==> src/rtl/hilo_div_ctrl.sv <==
// hilo_div_ctrl
//   Sits between the main control unit and the iterative Div unit.
//   - Accepts a one-cycle DIV request and latches the operands.
//   - Issues a one-cycle div_start pulse to Div.
//   - Waits for the Div result, or for a divide-by-zero, or for a watchdog timeout.
//   - Owns the architectural HI/LO registers, including MTHI/MTLO writes.
//   - Drives the pipeline stall (busy).
//
// Ports
//   clock, reset        rising-edge clock; asynchronous active-low reset
//   div_req             start a division (sampled only in IDLE)
//   op_a, op_b          dividend / divisor from the register file
//   mthi, mtlo, wdata   architectural HI/LO writes (honoured only in IDLE)
//   finished, div_zero  Div status: result valid / divisor was zero
//   quotient, remainder Div results (committed to LO / HI)
//   div_start           one-cycle start pulse to Div
//   dividend, divisor   latched operands, stable for the whole operation
//   hi, lo              HI / LO registers
//   busy                stall, high whenever not IDLE
//   done                pulse: HI/LO updated with a division result
//   div_zero_exc        pulse: division by zero, HI/LO untouched
//   timeout             pulse: watchdog abort, HI/LO untouched
//
// Every output is taken directly from a flop. There is no combinational
// path from any input to any output.
module hilo_div_ctrl #(
  parameter int unsigned TIMEOUT_CYCLES = 40
) (
  input  logic        clock,
  input  logic        reset,
  input  logic        div_req,
  input  logic [31:0] op_a,
  input  logic [31:0] op_b,
  input  logic        mthi,
  input  logic        mtlo,
  input  logic [31:0] wdata,
  input  logic        finished,
  input  logic        div_zero,
  input  logic [31:0] quotient,
  input  logic [31:0] remainder,
  output logic        div_start,
  output logic [31:0] dividend,
  output logic [31:0] divisor,
  output logic [31:0] hi,
  output logic [31:0] lo,
  output logic        busy,
  output logic        done,
  output logic        div_zero_exc,
  output logic        timeout
);

  // One spare bit, so the counter can never wrap before the limit compare.
  localparam int CNT_W = $clog2(TIMEOUT_CYCLES) + 1;
  localparam logic [CNT_W-1:0] CNT_LAST = CNT_W'(TIMEOUT_CYCLES - 1);

  typedef enum logic [1:0] {
    IDLE  = 2'd0,
    START = 2'd1,
    WAIT  = 2'd2
  } state_t;

  state_t           state_reg, state_next;
  logic [CNT_W-1:0] counter_reg, counter_next;
  logic [31:0]      dividend_reg, dividend_next;
  logic [31:0]      divisor_reg, divisor_next;
  logic [31:0]      hi_reg, hi_next;
  logic [31:0]      lo_reg, lo_next;
  logic             div_start_reg, div_start_next;
  logic             busy_reg, busy_next;
  logic             done_reg, done_next;
  logic             zero_reg, zero_next;
  logic             timeout_reg, timeout_next;

  // Next-state logic, computed one cycle ahead of the registered outputs.
  // The pulse outputs are registered from here, so each one is high for
  // exactly the cycle that follows the deciding edge.
  always_comb begin
    state_next     = state_reg;
    counter_next   = counter_reg;
    dividend_next  = dividend_reg;
    divisor_next   = divisor_reg;
    hi_next        = hi_reg;
    lo_next        = lo_reg;
    div_start_next = 1'b0;
    done_next      = 1'b0;
    zero_next      = 1'b0;
    timeout_next   = 1'b0;

    case (state_reg)
      IDLE: begin
        // Register moves are applied even alongside div_req.
        // The later division result then overwrites them.
        if (mthi) hi_next = wdata;
        if (mtlo) lo_next = wdata;
        if (div_req) begin
          dividend_next  = op_a;
          divisor_next   = op_b;
          div_start_next = 1'b1;   // div_start is high while in START
          state_next     = START;
        end
      end

      START: begin
        counter_next = '0;
        state_next   = WAIT;
      end

      WAIT: begin
        counter_next = counter_reg + CNT_W'(1);
        // div_zero has priority over finished. A zero divisor never commits a result.
        if (div_zero) begin
          zero_next  = 1'b1;
          state_next = IDLE;
        end else if (finished) begin
          hi_next    = remainder;
          lo_next    = quotient;
          done_next  = 1'b1;
          state_next = IDLE;
        end else if (counter_reg == CNT_LAST) begin
          timeout_next = 1'b1;
          state_next   = IDLE;
        end
      end

      default: state_next = IDLE;
    endcase

    busy_next = (state_next != IDLE);
  end

  always_ff @(posedge clock or negedge reset) begin
    if (!reset) begin
      state_reg     <= IDLE;
      counter_reg   <= '0;
      dividend_reg  <= '0;
      divisor_reg   <= '0;
      hi_reg        <= '0;
      lo_reg        <= '0;
      div_start_reg <= 1'b0;
      busy_reg      <= 1'b0;
      done_reg      <= 1'b0;
      zero_reg      <= 1'b0;
      timeout_reg   <= 1'b0;
    end else begin
      state_reg     <= state_next;
      counter_reg   <= counter_next;
      dividend_reg  <= dividend_next;
      divisor_reg   <= divisor_next;
      hi_reg        <= hi_next;
      lo_reg        <= lo_next;
      div_start_reg <= div_start_next;
      busy_reg      <= busy_next;
      done_reg      <= done_next;
      zero_reg      <= zero_next;
      timeout_reg   <= timeout_next;
    end
  end

  assign div_start    = div_start_reg;
  assign dividend     = dividend_reg;
  assign divisor      = divisor_reg;
  assign hi           = hi_reg;
  assign lo           = lo_reg;
  assign busy         = busy_reg;
  assign done         = done_reg;
  assign div_zero_exc = zero_reg;
  assign timeout      = timeout_reg;

endmodule

==> config.mk <==
export PLATFORM = sky130hd
export DESIGN_NAME = hilo_div_ctrl
export DESIGN_NICKNAME = d
export VERILOG_FILES = /design/src/rtl/hilo_div_ctrl.sv
export SDC_FILE = /design/constraint.sdc
export NUM_CORES = 1
export LEC_CHECK = 0
export CAP_MARGIN = 10
export CORE_MARGIN = 1
export CORE_UTILIZATION = 44
export CTS_BUF_LIST = sky130_fd_sc_hd__clkbuf_8 sky130_fd_sc_hd__clkbuf_16
export DETAILED_ROUTE_END_ITERATION = 8
export GPL_TIMING_DRIVEN = 1
export HOLD_SLACK_MARGIN = 0.08
export PLACE_DENSITY = 0.89
export SLEW_MARGIN = 0
export SYNTH_ARGS = -nofsm -noshare
export SYNTH_HDL_FRONTEND = slang
export SYNTH_SLANG_ARGS = --single-unit
==> constraint.sdc <==
create_clock -name clock -period 2.7 [get_ports clock]
set_clock_uncertainty 0.05 [all_clocks]
set_input_delay 0.54 -clock clock [delete_from_list [all_inputs] [get_ports clock]]
set_output_delay 0.54 -clock clock [all_outputs]
set_load 0.005 [all_outputs]
After elaboration in Yosys (flattened, before gate mapping):

Index checks and enable logic that the tools add are counted.
Widths: inputs -> output; s select.

* flip-flop bits (word level): 142
* latch bits: 0
* RAM bits: 0
* memory bits (read-only): 0
* input port bits: 167
* word-level logic and storage cells: 51
* memories: 0

* add/sub/neg operators: 1
* multipliers: 0
* div/mod/pow operators: 0
* order comparisons: 0
* eq/ne operators: 7
* shift operators: 0
* muxes and demuxes: 25
* bitwise operators: 0
* reduce and logical (&&, ||, !) cells: 7

Operators with widths (count)
* $mux 32: 6
* $pmux 32 s2: 2
* $pmux 7 s2: 1
* $mux 1: 11
* $mux 2: 4
* $ne 2x2->1 const B: 4
* $reduce_and 4->1: 2
* $add 7x1->7 const B: 1
* $eq 7x6->1 const B: 1
* $pmux 2 s3: 1
* $reduce_bool 2->1: 3
* $eq 2x1->1 const B: 1
* $eq 2x2->1 const B: 1
* $logic_not 2->1: 1
* $reduce_and 2->1: 1

Logic depth before layout (Yosys ltp):

* depth after elaboration: 6
* gate-level depth with buffers: 7
* depth with buffers taken out: 5

Least setup slack after synthesis:

Ideal clock, no wire load.

* path type: reg2reg
* start: register state_reg[0]
* end: register dividend_reg[10], in the netlist dividend[10]
* setup time: 0.125 ns
* arrival time: 1.516 ns
* required time: 2.525 ns
* path slack: 1.009 ns
* stages on the path, launching flop included: 7
* clock period less this slack: 1.691 ns
* cells stage by stage: dfrtp_1 -> inv_1 -> ha_1 -> nand2_1 -> buf_2 -> buf_6 -> mux2_2

* word-level cells in the longest chain between the ends: 2

RTL lines
* from (decl): line 62 `state_t state_reg, state_next;`
* from (signal assigned): line 145 `state_reg <= state_next;`
* $logic_not 2->1: line 89 `case (state_reg)`
* $reduce_and 2->1 (no source line)
* to (signal assigned): line 147 `dividend_reg <= dividend_next;`
* to (decl): line 64 `logic [31:0] dividend_reg, dividend_next;`

No other way between the ends.
A chain may end at the register's enable or synchronous reset.

Worst setup path after layout:

* start: register state_reg[0]
* end: register hi_reg[21], in the netlist hi[21]

* word-level cells in the longest chain between the ends: 3

RTL lines
* $eq 2x2->1 or $logic_not 2->1 (tied branches): line 89
* $ne 2x2->1 (no source line) or $reduce_bool 2->1 (tied branches)
* $reduce_and 4->1 (no source line)
* to (signal assigned): line 149 `hi_reg <= hi_next;`
* to (decl): line 66 `logic [31:0] hi_reg, hi_next;`

Several ways; a longest one is shown, not always the timed one.

==> flow_summary.ini <==
[outcome]
status = finished, final reports clean

[sta]
tightestPinTransition_ns = 0.632
drv_slew = 0
setup_violations = 0
max_slew_margin_pct = 57.9
finalCritPeriodShare_pct = 79.3
fin_crit_ns = 2.14
fmax_mhz = 467
fin_tns_setup_ns = 0
rsz0062_at_grt = false
whs_ns = 0.0721
hold_violations = 0

[min_path]
hold_class = input port to async pin

[placed_design]
routabilityCongestion = 0.925
io_buffers = 299
placed_cells = 978
hpwlAfterDp_mm = 13.7

[detailed_routing]
vias = 5078
top_layer = met4
post-route-drc-count = 0
totalWireLength_mm = 18.1
drt_iter0_drc = 184
wl_per_cell_microns = 18.0
drtPass1Iterations = 4
ant_nets = 0
vias_per_cell = 5.03
wl_met3_microns = 877
routed-wl-met2_mm = 9.80
wl_met1_mm = 6.70

[critical_path]
critPathRequiredTime_ns = 2.94
rrSetupSlack_ns = 0.56
worstPathCellList = inv_1 > ha_4 > buf_4 > and2b_1 > a21oi_1 > mux2i_1
crit_family = buffers and inverters
path_class = flop to flop
critPathMaxFanout = 38
cp-start-kind = flop
cp_num_buf_inv = 2
slowest_delay_ns = 0.44
crit_path_top_delay_cell = dfrtp_1
cp.arrival_ns = 2.38
worstSetupEndpointType = flop

[power_and_ir_drop]
finalPower_mw = 11.5
power.density_nw_per_um2 = 1140
leakage_nw = 4.45
peakVddDrop_v = 0.000951

[die]
num_rows = 43
die-area_sq_um = 14800
start_util_pct = 45.2
core_sq_um = 13900
io_pins = 300
die_width_microns = 122
die_y_microns = 122

[synthesis]
synthSimpleGateAreaFrac_pct = 5.64
synth_compound_area_share_pct = 6.91
ys_seq_area_share_pct = 56.4
synth_adder_area_share_pct = 0.993
syn_nets = 687
muxShareOfSynthArea_pct = 22.1
synth_top_family_by_area = multiplexers
synth-xor-area-share_pct = 0.139
synth_seq_cells = 142
avgSynthCellArea_sq_um = 12.2
synth_cells = 515
syn_area_sq_um = 6300
yosys_warnings = 0
yosysUniqueCellTypes = 30

[global_routing]
antenna_found_initial = 0
grt_usage_pct = 24.9
grt_pass1_wl_mm = 27.7
grt_max_degree = 67
overflow = 0
first_global_vias = 5378

[cts]
cts_resized = 0
post_cts_buffers = 0
cts_hold_buffers = 0
h-tree-depth = 4
clock_latency_ns = 0.41
cts_buffers = 17
cts_sinks = 142
root_buffer = clkbuf_16
clock_path_buffers = 2
cts_tree = built
path_clk_slew_ns = 0.06

[finish]
multi_input_area_sq_um = 2270
fill_cells = 932
instances_no_fill = 1009
synthToLayoutAreaGrowth_pct = 59.9
n_antenna_cell = 0
register_area_sq_um = 3550
fin_nets = 989
drive_gt1_share_pct = 13.0
post-route-util_pct = 72.3

[run]
maxCapViolations = 0
-- worst register-to-register path, stage by stage (launching register included) --
cell     delay, ns
dfrtp_1       0.44
inv_1         0.14
ha_4          0.38
buf_4         0.44
and2b_1       0.27
a21oi_1       0.19
mux2i_1       0.11
-- per-layer routing --
layer / global-route usage, % / vias to the layer above
met1: 26.7 / 2505
met2: 45.2 / 179
met5: 0 / -
li1: - / 2334
met4: 13.4 / 0
met3: 5.48 / 60
-- cell families (layout without fill, tap and decap cells) --
| kind of cell | count (synthesis) | count (layout) |
|---|---|---|
| DFF | 142 | 142 |
| AOI/OAI and AO/OA | 79 | 79 |
| xor gates and xnor gates | 1 | 1 |
| buffers and inverters | 99 | 413 |
| adders and majority gates | 5 | 5 |
| muxes | 131 | 131 |
| and+or+nand+nor | 58 | 58 |
-- per-stage QoR --
step                      cell area [sq um]  setup WS [ns]
after floorplan                        6300           1.01
after global placement                 9470          0.663
after detailed placement               9470          0.570
after CTS                             10100          0.558
after global routing                  10100          0.457
final                                 10100          0.558
-- placed cells by master (no fill, tap or decap), types with 4 or more instances in the layout --
cell and count:
nor2b_1 17, mux2_2 64, o21ai_0 6, clkbuf_16 17, buf_12 6, nand3_1 9
a21oi_1 65, and2b_1 15, bufinv_16 4, inv_1 75, buf_4 4, ha_1 4
mux2i_1 67, o211ai_1 4, clkdlybuf4s50_1 298, dfrtp_1 142, nand2_1 4
-- worst paths after layout --
kind,startpoint,endpoint,cells after the start
setup reg to reg,state_reg[0]$_DFF_PN0_,hi[21]$_DFFE_PN0P_,6
setup / recovery,state_reg[0]$_DFF_PN0_,hi[21]$_DFFE_PN0P_,6
hold reg to reg,dividend[14]$_DFFE_PN0P_,dividend[14]$_DFFE_PN0P_,1
max in group asynchronous,reset,hi[18]$_DFFE_PN0P_,2
min in group clock,dividend[14]$_DFFE_PN0P_,dividend[14]$_DFFE_PN0P_,1
hold / removal,reset,dividend[5]$_DFFE_PN0P_,1
-- cell usage after synthesis --
cell / count / area, sq um
o221ai_1: 1 / 8.76
nor2b_1: 17 / 106
nor3b_1: 1 / 7.51
mux2i_1: 67 / 671
a22o_1: 1 / 8.76
nand3_1: 9 / 45.0
or4_1: 1 / 7.51
buf_2: 11 / 55.1
nand2_1: 5 / 18.8
buf_4: 1 / 7.51
nand2b_1: 1 / 6.26
clkbuf_1: 3 / 11.3
xor2_1: 1 / 8.76
nor2_1: 3 / 11.3
a21oi_1: 65 / 325
o211ai_1: 4 / 30.0
mux2_2: 64 / 721
and3b_1: 1 / 8.76
nand4_1: 1 / 6.26
buf_6: 5 / 56.3
buf_8: 6 / 90.1
dfrtp_1: 142 / 3550
ha_1: 5 / 62.6
and2b_1: 15 / 113
and2_1: 2 / 12.5
o21ai_0: 6 / 30.0
nor4_1: 1 / 6.26
or3_1: 1 / 6.26
inv_1: 73 / 274
a21oi_4: 2 / 32.5
-- report_power, final --
part	internal, mW	total, mW	switching (mW)
registers	3.18	3.77	0.588
clock network	1.55	2.42	0.867
logic	3.20	5.30	2.11
-- area by class of cell --
cell class / count / share of cell area [%]
well taps: 180 / 2.23
inverters: 73 / 2.72
clock inverters: 13 / 1.73
clock buffers: 18 / 4.36
repair buffers: 309 / 31.2
flip-flops and latches: 142 / 35.3
multi-input cells: 274 / 22.5
(Power assumes the default switching activity.)
